==> src/rtl/all_high_event_counter.sv <==
// all_high_event_counter
// Consumes the AND4 "all inputs high" level. The level is synchronised into
// clk_sys-domain-style flops, then debounced in both directions. Each
// accepted rise produces a single-cycle pulse and bumps a saturating counter.
// A sticky flag records any increment that was lost at full scale.
//
// state   | meaning
// --------+---------------------------------------------------------------
// LOW     | filtered level low, waiting for a synchronised high sample
// QUAL    | counting consecutive high samples toward STABLE_CYCLES
// HIGH    | filtered level high, waiting for a synchronised low sample
// RELEASE | counting consecutive low samples toward STABLE_CYCLES
module all_high_event_counter #(
  parameter int SYNC_STAGES   = 2,
  parameter int STABLE_CYCLES = 4,
  parameter int CNT_WIDTH     = 8
) (
  input  logic                 clk,
  input  logic                 rst,
  input  logic                 in0,
  input  logic                 en,
  input  logic                 clr,
  output logic                 out_pulse,
  output logic                 filt,
  output logic [CNT_WIDTH-1:0] count,
  output logic                 overflow
);

  localparam int QW = $clog2(STABLE_CYCLES + 1);
  localparam logic [QW-1:0] QUAL_LAST = QW'(STABLE_CYCLES - 1);
  localparam logic [QW-1:0] QUAL_ONE  = QW'(1);
  localparam logic [CNT_WIDTH-1:0] CNT_MAX = '1;

  typedef enum logic [1:0] {
    LOW     = 2'd0,
    QUAL    = 2'd1,
    HIGH    = 2'd2,
    RELEASE = 2'd3
  } state_t;

  logic [SYNC_STAGES-1:0] sync_q;
  logic                   s;
  state_t                 state;
  logic [QW-1:0]          qual_cnt;
  logic                   rise_accept;

  // Shift the asynchronous level through the synchroniser chain.
  always_ff @(posedge clk or posedge rst) begin
    if (rst) begin
      sync_q <= '0;
    end else begin
      sync_q <= {sync_q[SYNC_STAGES-2:0], in0};
    end
  end

  assign s = sync_q[SYNC_STAGES-1];

  // A rise is accepted on the edge where the final qualifying high sample
  // lands; the counter reacts on that same edge as the pulse register.
  always_comb begin
    rise_accept = 1'b0;
    if (s) begin
      if (state == LOW && STABLE_CYCLES == 1) begin
        rise_accept = 1'b1;
      end else if (state == QUAL && qual_cnt == QUAL_LAST) begin
        rise_accept = 1'b1;
      end
    end
  end

  // Debounce FSM with registered pulse and filtered level.
  always_ff @(posedge clk or posedge rst) begin
    if (rst) begin
      state     <= LOW;
      qual_cnt  <= '0;
      out_pulse <= 1'b0;
      filt      <= 1'b0;
    end else begin
      out_pulse <= 1'b0;
      case (state)
        LOW: begin
          if (s) begin
            if (STABLE_CYCLES == 1) begin
              state     <= HIGH;
              qual_cnt  <= '0;
              out_pulse <= 1'b1;
              filt      <= 1'b1;
            end else begin
              state    <= QUAL;
              qual_cnt <= QUAL_ONE;
            end
          end
        end
        QUAL: begin
          if (!s) begin
            state    <= LOW;
            qual_cnt <= '0;
          end else if (qual_cnt == QUAL_LAST) begin
            state     <= HIGH;
            qual_cnt  <= '0;
            out_pulse <= 1'b1;
            filt      <= 1'b1;
          end else begin
            qual_cnt <= qual_cnt + QUAL_ONE;
          end
        end
        HIGH: begin
          if (!s) begin
            if (STABLE_CYCLES == 1) begin
              state    <= LOW;
              qual_cnt <= '0;
              filt     <= 1'b0;
            end else begin
              state    <= RELEASE;
              qual_cnt <= QUAL_ONE;
            end
          end
        end
        RELEASE: begin
          if (s) begin
            state    <= HIGH;
            qual_cnt <= '0;
          end else if (qual_cnt == QUAL_LAST) begin
            state    <= LOW;
            qual_cnt <= '0;
            filt     <= 1'b0;
          end else begin
            qual_cnt <= qual_cnt + QUAL_ONE;
          end
        end
        default: begin
          state    <= LOW;
          qual_cnt <= '0;
          filt     <= 1'b0;
        end
      endcase
    end
  end

  // Saturating event counter; clear takes priority over a coincident event.
  always_ff @(posedge clk or posedge rst) begin
    if (rst) begin
      count    <= '0;
      overflow <= 1'b0;
    end else if (clr) begin
      count    <= '0;
      overflow <= 1'b0;
    end else if (rise_accept && en) begin
      if (count == CNT_MAX) begin
        overflow <= 1'b1;
      end else begin
        count <= count + 1'b1;
      end
    end
  end

endmodule

==> config.mk <==
export PLATFORM = sky130hd
export DESIGN_NAME = all_high_event_counter
export DESIGN_NICKNAME = d
export VERILOG_FILES = /design/src/rtl/all_high_event_counter.sv
export SDC_FILE = /design/constraint.sdc
export NUM_CORES = 1
export LEC_CHECK = 0
export CAP_MARGIN = 40
export CELL_PAD_IN_SITES_DETAIL_PLACEMENT = 1
export CELL_PAD_IN_SITES_GLOBAL_PLACEMENT = 2
export CORE_ASPECT_RATIO = 0.6
export CORE_MARGIN = 1
export CORE_UTILIZATION = 28
export DETAILED_ROUTE_END_ITERATION = 8
export GPL_TIMING_DRIVEN = 0
export PLACE_DENSITY = 0.7
export SYNTH_ARGS = -nofsm -noshare
export SYNTH_HDL_FRONTEND = slang
export SYNTH_SLANG_ARGS = --single-unit
==> constraint.sdc <==
create_clock -name clk -period 1.75 [get_ports clk]
set_clock_uncertainty 0.1 [all_clocks]
set_input_delay 0.175 -clock clk [delete_from_list [all_inputs] [get_ports clk]]
set_output_delay 0.175 -clock clk [all_outputs]
set_load 0.05 [all_outputs]
==> flow_summary_export.csv <==
group,metric,value,unit
outcome,status,"finished with violations",
outcome,violations,"negative setup slack",
critical_path,worst_path_max_delay_cell,"or4_4",
pwr,power.share.clock,0.272,
critical_path,cp-start-kind,"flop",
logic_synthesis,avgSynthCellArea,10.2,µm²
clock_network,tritoncts,"done",
critical_path,cp_max_fo,3,
placement,routabilityCongestion,0.748,
clock_network,clk_pin_slew_worst_paths,0.07,ns
routing,drt_wl_total,2520,µm
critical_path,rr_startpoint,"count[0]",
sta,fin_crit_sh,1.02,
sta,setup_slack,-0.0352,ns
cells_and_area,nNetsFinal,127,
grt,first_global_vias,779,
critical_path,path_depth,5,
critical_path,arrival,1.86,ns
grt,grt_overflow,0,
critical_path,r2r_end,"count[5]",
sta,clock.fmax,560,MHz
logic_synthesis,synth_area_leaders,"dfrtp_1 (52%), a21oi_1 (5.2%), o21ai_0 (4.1%), nand2_1 (3.9%), or4_1 (3.5%)",
clock_network,insertion_delay,0.25,ns
logic_synthesis,yosysWarnings,0,
grt,antenna_found_initial,0,
routing,drt_pass1_iterations,4,
die,core_area,2890,µm²
job,max_cap_viol_count,0,
pwr,power.switching,0.345,mW
sta,rsz0062_at_grt,"true",
logic_synthesis,synth-edff-count,0,
clock_network,cts_sinks,18,
grt,grt_max_degree,19,
pwr,power_density,815,nW/µm²
die,initial_utilization,0.298,
sta,max_slew_margin,0.527,
pwr,pwr-share-seq,0.488,
sta,setup_viol_count_final,3,
logic_synthesis,synth_nets,91,
cells_and_area,final_core_util,0.464,
grt,track_usage,0.161,
critical_path,cp_cell_sequence,"buf_6 -> nand2_4 -> or3_4 -> or4_4 -> a21oi_2",
pwr,pwr-share-comb,0.240,
cells_and_area,multi_input_area,479,µm²
critical_path,endpoint_kind,"flop",
logic_synthesis,ys_types,27,
critical_path,crit_required,1.82,ns
clock_network,cts_buffers,3,
critical_path,critical-path-max-stage-delay,0.52,ns
pwr,internal_power,0.749,mW
clock_network,cts_max_level,1,
sta,tightest_slew,0.708,ns
placement,dpl.hpwl,1480,µm
sta,hold_viol_final,0,
grt,grt_pass1_wl,3780,µm
critical_path,worstSetupPathType,"reg2reg",
routing,drt_iter0_markers,31,
routing,route.detailed.drc,0,
cells_and_area,syn2layout_area_growth,55.8,%
routing,wl_per_cell,15.7,µm
logic_synthesis,synthArstFlopShare,1.00,
die,std_cell_rows,15,
pwr,vdd_ir_drop_max,0.347,mV
logic_synthesis,netlist_area,861,µm²
critical_path,cp-startpoint,"count[0]",
sta,whs,0.235,ns
routing,drtAntennaViolNets,0,
clock_network,root_buffer,"clkbuf_8",
clock_network,cts_buffer_depth,2,
logic_synthesis,yosysTopAreaCell,"dfrtp_1",
hold_path,hp-class,"in2async",
placement,dp_cells,140,
die,dieArea,3310,µm²
cells_and_area,final_cell_count_no_fill,161,
critical_path,endpoint,"count[5]",
logic_synthesis,synth_top_area_frac,0.523,
cells_and_area,drive_gt1_frac,0.370,
logic_synthesis,ys_ff_latch,18,
critical_path,rrSetupSlack,-0.04,ns
pwr,p_leak,0.653,nW
logic_synthesis,synthFlopType,"dfrtp_1",
placement,portBuffers,14,
critical_path,reg2reg_depth,5,
pwr,p_sw_frac,0.315,
die,pin_count,16,
cells_and_area,seqCellArea,458,µm²
sta,fin_crit,1.79,ns
logic_synthesis,synthCells,84,
critical_path,cpLargestDelayFamily,"simple AND/OR/NAND/NOR gates",
routing,avgViaCountPerCell,4.80,
critical_path,crit_buf_inv,1,
die,fp.dieH,45.0,µm
cells_and_area,diodes,0,
logic_synthesis,ys_seq_area_frac,0.523,
routing,via_count,773,
cells_and_area,num-fill-cells,321,
die,dieWidth,73.6,µm
sta,drv_slew,0,
## cells in the mapped netlist (2+ instances only)
cell type,count
a21oi_1,9
and4_4,2
and4b_1,2
dfrtp_1,18
ha_1,2
inv_1,2
nand2_1,9
nand3_1,2
nor2_1,5
nor2b_1,2
o21a_1,2
o21ai_0,7
o31ai_1,3
or3_1,2
or3b_1,2
or4_1,4
## per-layer routing
layer | part of all wire | global-route usage | up-vias
met3 | 0.037 | 0.0536 | 2
met2 | 0.42 | 0.224 | 17
met5 | 0 | 0 | -
met1 | 0.54 | 0.242 | 377
met4 | 0.0024 | 0.0346 | 0
li1 | - | - | 377
## worst min path at each step
stage,start,end,slack [ns],cells past startpoint
CTS,clr,overflow,0.25,2
detailed placement,sync_q[0],sync_q[1],0.25,0
global route,in0,sync_q[0],0.26,1
floorplan,rst,async pin,0.01,1
finish,rst,overflow,0.23,2
global placement,sync_q[0],sync_q[1],0.24,0
## placed cells by master, fill, tap and decap left out, types with 2 or more instances in the layout
cell type,Yosys,layout
buf_4,0,14
dfrtp_1,18,12
nand2_1,9,8
a21oi_1,9,7
o21ai_0,7,7
dfrtp_2,0,6
nor2_1,5,5
clkdlybuf4s50_1,0,5
dlymetal6s2s_1,0,5
dlygate4sd2_1,0,4
nand2_4,0,3
o31ai_1,3,3
clkbuf_8,0,3
o21a_1,2,2
and4_4,2,2
inv_1,2,2
or4_4,0,2
a21oi_2,0,2
or3b_1,2,2
or4_1,4,2
ha_4,0,2
buf_6,1,2
## final cells by class
class                           count  share of cell area
Timing Repair Buffer               31               0.220
Inverter                            2             0.00560
Clock buffer                        4              0.0336
Buffer                              1             0.00280
Multi-Input combinational cell     63               0.357
Tap cell                           42              0.0392
Sequential cell                    18               0.341
## state kept, by name, indices dropped and copies added (netlist names), named ones only
| signal | count |
|---|---|
| overflow | 1 |
| out_pulse | 1 |
| sync_q | 2 |
| count | 8 |
| state | 1 |
| filt | 1 |
| qual_cnt | 3 |
## power by group through the flow
stage	registers [mW]	logic, mW	clock network (mW)
3_3_place_gp	0.523	0.171	0
3_5_place_dp	0.524	0.182	0
2_1_floorplan	0.523	0.123	0
4_1_cts	0.519	0.219	0.312
5_1_grt	0.543	0.298	0.332
6_report	0.534	0.263	0.297
## per-stage QoR
stage	power, mW	TNS, ns	worst slack [ns]	instance area, µm²
floorplan	0.646	-0.00664	-0.00664	871
global placement	0.694	-0.311	-0.129	1060
detailed placement	0.707	-0.349	-0.121	1060
CTS	1.05	-0.0729	-0.0299	1240
global route	1.17	-0.382	-0.102	1340
finish	1.09	-0.0549	-0.0352	1340
## timing repair
item,CTS,global route
setup buffers,11,6
endpoints found under the setup margin,9,12
resized for setup,14,14
hold buffers,0,0
cloned,1,0
pin swaps,10,8
## kinds of logic (layout without fill, tap and decap cells)
logic type	Yosys count	after routing	share of synthesized area
simple gates	37	38	0.265
compound gates	22	22	0.147
flops	18	18	0.523
buf+inv	4	38	0.0262
fa+ha+maj	2	2	0.0291
xor+xnor	1	1	0.0102
No activity file was read; power rests on OpenSTA's default activity.
